**src/rtl/alu_share_arbiter.sv**
```systemverilog
// Round-robin arbiter sharing one external ALU between two requesters, with a registered operand stage.
// Optional ALU_RESULT_REG_EN adds a result register (latency 2, one op per 2 cycles); default is pass-through.
module alu_share_arbiter #(
    parameter int WIDTH = 32
) (
    input  logic             clk,
    input  logic             rst_n,
    input  logic             req0_valid,
    output logic             req0_ready,
    input  logic [WIDTH-1:0] req0_a,
    input  logic [WIDTH-1:0] req0_b,
    input  logic [3:0]       req0_func,
    input  logic [2:0]       req0_aluop,
    input  logic             req1_valid,
    output logic             req1_ready,
    input  logic [WIDTH-1:0] req1_a,
    input  logic [WIDTH-1:0] req1_b,
    input  logic [3:0]       req1_func,
    input  logic [2:0]       req1_aluop,
    output logic [WIDTH-1:0] alu_dataA,
    output logic [WIDTH-1:0] alu_dataB,
    output logic [3:0]       alu_func,
    output logic [2:0]       alu_aluop,
    input  logic [WIDTH-1:0] alu_result,
    input  logic             alu_branch,
    output logic             rsp_valid,
    input  logic             rsp_ready,
    output logic             rsp_id,
    output logic [WIDTH-1:0] rsp_result,
    output logic             rsp_branch
);

    localparam logic [1:0] ST_IDLE = 2'd0;
    localparam logic [1:0] ST_HOLD = 2'd2;
`ifdef ALU_RESULT_REG_EN
    localparam logic [1:0] ST_EXEC = 2'd1;
`endif

    logic [1:0]       state_q, state_d;
    logic             last_grant_q, last_grant_d;
    logic [WIDTH-1:0] a_q, b_q;
    logic [3:0]       func_q;
    logic [2:0]       aluop_q;
    logic             id_q;

    logic slot_free, sel0, sel1, accept;

    always_comb begin
`ifdef ALU_RESULT_REG_EN
        slot_free = (state_q != ST_EXEC) && ((state_q != ST_HOLD) || rsp_ready);
`else
        slot_free = (state_q != ST_HOLD) || rsp_ready;
`endif
        // Requester 1 wins when alone, or in a contest when requester 0 was granted last.
        sel1   = req1_valid && (!req0_valid || !last_grant_q);
        sel0   = req0_valid && !sel1;
        accept = slot_free && (req0_valid || req1_valid);
    end

    assign req0_ready = slot_free && sel0;
    assign req1_ready = slot_free && sel1;

    always_comb begin
        state_d      = state_q;
        last_grant_d = accept ? sel1 : last_grant_q;
`ifdef ALU_RESULT_REG_EN
        if (state_q == ST_EXEC) begin
            state_d = ST_HOLD;
        end else if (slot_free) begin
            state_d = accept ? ST_EXEC : ST_IDLE;
        end
`else
        if (slot_free) begin
            state_d = accept ? ST_HOLD : ST_IDLE;
        end
`endif
    end

    always_ff @(posedge clk or negedge rst_n) begin
        if (!rst_n) begin
            state_q      <= ST_IDLE;
            last_grant_q <= 1'b1;
            a_q          <= '0;
            b_q          <= '0;
            func_q       <= '0;
            aluop_q      <= '0;
            id_q         <= 1'b0;
        end else begin
            state_q      <= state_d;
            last_grant_q <= last_grant_d;
            if (accept) begin
                a_q     <= sel1 ? req1_a     : req0_a;
                b_q     <= sel1 ? req1_b     : req0_b;
                func_q  <= sel1 ? req1_func  : req0_func;
                aluop_q <= sel1 ? req1_aluop : req0_aluop;
                id_q    <= sel1;
            end
        end
    end

    assign alu_dataA = a_q;
    assign alu_dataB = b_q;
    assign alu_func  = func_q;
    assign alu_aluop = aluop_q;
    assign rsp_valid = (state_q == ST_HOLD);

`ifdef ALU_RESULT_REG_EN
    logic [WIDTH-1:0] rsp_result_q;
    logic             rsp_branch_q, rsp_id_q;

    always_ff @(posedge clk or negedge rst_n) begin
        if (!rst_n) begin
            rsp_result_q <= '0;
            rsp_branch_q <= 1'b0;
            rsp_id_q     <= 1'b0;
        end else if (state_q == ST_EXEC) begin
            rsp_result_q <= alu_result;
            rsp_branch_q <= alu_branch;
            rsp_id_q     <= id_q;
        end
    end

    assign rsp_result = rsp_result_q;
    assign rsp_branch = rsp_branch_q;
    assign rsp_id     = rsp_id_q;
`else
    // Operands stay registered while HOLD, so the ALU output is stable enough to pass straight through.
    assign rsp_result = alu_result;
    assign rsp_branch = alu_branch;
    assign rsp_id     = id_q;
`endif

endmodule
```
**config.mk**
```make
export PLATFORM = sky130hd
export DESIGN_NAME = alu_share_arbiter
export DESIGN_NICKNAME = d
export VERILOG_FILES = /design/src/rtl/alu_share_arbiter.sv
export SDC_FILE = /design/constraint.sdc
export NUM_CORES = 1
export LEC_CHECK = 0
export CORE_ASPECT_RATIO = 1.2
export CORE_MARGIN = 2
export CORE_UTILIZATION = 31
export DETAILED_ROUTE_END_ITERATION = 10
export HOLD_SLACK_MARGIN = 0.1
export PLACE_DENSITY = 0.78
export SLEW_MARGIN = 25
export SYNTH_ARGS = -nofsm -noshare
export SYNTH_HDL_FRONTEND = slang
export SYNTH_SLANG_ARGS = --single-unit
```
**constraint.sdc**
```tcl
create_clock -name clk -period 1.3 [get_ports clk]
set_clock_uncertainty 0.1 [all_clocks]
set_input_delay 0.26 -clock clk [delete_from_list [all_inputs] [get_ports clk]]
set_output_delay 0.26 -clock clk [all_outputs]
set_load 0.02 [all_outputs]
```
==> metrics.md <==
| Metric | Value |
|---|---|
| Status | `complete, but fails checks` |
| Violated checks | `negative setup slack` |
| Peak Freq | `600 MHz` |
| Slew headroom | `78.3%` |
| P_int | `5.82 mW` |
| Synth warnings | `0` |
| Overall power | `8.50 mW` |
| Die H | `125 um` |
| CTS tree | `yes` |
| Count leader, synth | `nand2_1` |
| Num rows | `44` |
| GPL Wtd Cong | `0.809` |
| Combinational power share | `33.9%` |
| Setup-failing EPs final | `74` |
| Post-route DRC violation count | `0` |
| Antenna-violating nets left | `0` |
| Wire length per cell | `17.9 um` |
| Fin worst setup slack | `-0.366 ns` |
| Inst Count DP | `775` |
| Mapped Area | `0.00377 sq mm` |
| Sw Pwr | `2.67 mW` |
| Worst skew pair latency | `0.33 ns` |
| Sink Count | `74` |
| Layout cell share with drive strength beyond 1 | `22.5%` |
| Die Area | `0.0131 sq mm` |
| Crit end category | `output pin` |
| Final period util | `128%` |
| HPWL Detailed | `9330 um` |
| I/O Buffers | `221` |
| ANT cells | `0` |
| All-layer global routing usage | `22.2%` |
| Synth unique cells | `18` |
| Average size of a mapped cell | `8.47 sq um` |
| Clock buffer count from CTS | `9` |
| I/O pin count | `288` |
| Max IR drop VDD | `0.580 mV` |
| Async SR Flop Fraction | `100%` |
| Vias in the first global route | `4462` |
| Hold/Removal Path Class | `primary input to asynchronous set/reset pin` |
| EDFF count, synth | `0` |
| RSZ-0062 raised after global routing | `yes` |
| Commonest cells post-synth | `nand2_1, dfrtp_1, a21oi_1, a31oi_1, buf_4` |
| Post-synth net total | `625` |
| DP Area | `0.00600 sq mm` |
| Final Slew Violations | `0` |
| Worst-path fanout max | `3` |
| Final hold violations | `0` |
| Post-Synthesis Cells | `445` |
| Area Growth Syn to Fin | `72.9%` |
| Flops & latches, synth | `74` |
| Vias/cell | `5.20` |
| Net Sw Frac | `31.5%` |
| Finished Layout Cells | `815` |
| Leakage Power | `2.86 nW` |
| Largest net degree at the start of global routing | `47` |
| Ranking of synthesized cells by area | `dfrtp_1, nand2_1, a31oi_1` |
| Remaining global-route overflow | `0` |
| CTS H-tree depth | `3` |
| Root Buffer | `clkbuf_16` |
| Initial antenna violation count | `0` |
| Clock Path Buffers | `2` |
| Die Wd | `105 um` |
| Slew @ Worst Pin | `0.325 ns` |
| Layout Nets | `829` |
| Post-synthesis sequential area ratio | `49.2%` |
| MaxCap Viol Count | `0` |
| Synth Flop Type | `dfrtp_1` |
| Final min period | `1.67 ns` |
| Via count | `4236` |
| CORE AREA | `0.0120 sq mm` |
| Reg power frac | `34.1%` |
| Clock power share | `32.0%` |
| Initial Util | `31.4%` |
| Worst EP required | `0.94 ns` |
| 1st-iter DRT viols | `223` |
| Setup TNS | `-20.74 ns` |
| Crit path kind | `flip-flop to output pin` |
| CP startpoint kind | `flip-flop` |
| Top cell type's share of synthesized area | `48.5%` |
| Critical Path AT | `1.31 ns` |
| CTS clk-pin slew, worst paths | `0.06 ns` |
| Biggest area consumer among synthesized cells | `dfrtp_1` |
| First-pass GRT wire length | `22700 um` |
| Pwr/cell area | `1300 mW/mm^2` |
| DRT Pass-1 Iters | `6` |
| Final wirelength | `14600 um` |
| Design Area, Final | `0.00652 sq mm` |
-- final cells by class --
| type | instances | area, sq um |
|---|---|---|
| Fill cell | 1121 | 5490 |
| Timing Repair Buffer | 267 | 2670 |
| Sequential cell | 74 | 1850 |
| Multi-Input combinational cell | 297 | 1460 |
| Clock buffer | 10 | 239 |
| Tap cell | 161 | 201 |
| Clock inverter | 6 | 88.8 |
-- layout by cell type, fill, tap and decap left out, types with 7 or more instances in the layout --
| master | Yosys | routed |
|---|---|---|
| a21oi_1 | 71 | 71 |
| a31oi_1 | 71 | 71 |
| buf_12 | 0 | 17 |
| buf_2 | 30 | 73 |
| buf_4 | 33 | 12 |
| bufbuf_16 | 0 | 7 |
| clkbuf_16 | 0 | 10 |
| clkdlybuf4s50_1 | 0 | 143 |
| dfrtp_1 | 73 | 72 |
| nand2_1 | 144 | 143 |
-- registers in the layout (all words and copies together) (netlist names) --
signal,cells
state_q,1
alu_dataB,32
alu_dataA,32
alu_func,4
last_grant_q,1
rsp_id,1
alu_aluop,3
-- per-stage QoR --
| stage | util (%) | hold slack (ns) | setup slack, ns |
|---|---|---|---|
| after floorplan | - | -0.136 | -0.0541 |
| after global placement | 50.0 | 0.0235 | -0.810 |
| after detailed placement | 50.0 | 0.0217 | -0.814 |
| after CTS | 53.9 | 0.214 | -0.376 |
| after global routing | 54.3 | 0.222 | -0.424 |
| final | 54.3 | 0.214 | -0.366 |
-- cell families after synthesis --
kind of cell / Yosys count / share of synthesized area (%)
buffers and inverters: 74 / 13.3
AO/OA/AOI/OAI: 146 / 22.1
AND/OR/NAND/NOR: 151 / 15.4
flip-flops: 74 / 49.2
-- worst max-delay path, stage by stage (launching register included) --
cell,delay (ns)
dfstp_2,0.55
a21boi_4,0.07
buf_12,0.13
nor2_4,0.09
buf_12,0.12
-- metal layers --
layer / global-route usage (%) / share of wire, % / vias up
met3: 5.23 / 6.6 / 68
met2: 38.8 / 51 / 228
met4: 13.1 / 5.0 / 0
met5: 0 / 0 / -
li1: - / - / 1911
met1: 24.3 / 38 / 2029
-- power groups by stage --
stage                     Sequential [mW]  Combinational, mW  Clock, mW
after CTS                            2.90               2.85       2.78
after global routing                 2.94               3.06       2.89
final                                2.90               2.88       2.72
after floorplan                      3.39              0.952          0
after global placement               2.94               2.77          0
after detailed placement             2.94               2.82          0
-- repair_timing --
action | 4_1_cts | 5_1_grt
endpoints found under the setup margin | 148 | 76
pin swaps | 10 | 36
hold buffers | 1 | 0
gates cloned | 10 | 1
resized for setup | 323 | 8
endpoints found under the hold margin | 73 | 0
setup buffers | 10 | 4
-- final timing paths --
kind | startpoint | end | slack [ns] | depth (start not counted)
worst max-delay path | last_grant_q | req0_ready | -0.37 | 4
worst min-delay path | rst_n | alu_func[2] | 0.21 | 2
worst max register to register | last_grant_q | alu_dataA[2] | -0.33 | 6
worst min register to register | rsp_id | rsp_id | 0.38 | 1
max in group asynchronous | rst_n | last_grant_q | 0.40 | 3
min in group clk | rsp_id | rsp_id | 0.38 | 1
(Power assumes the default switching activity.)
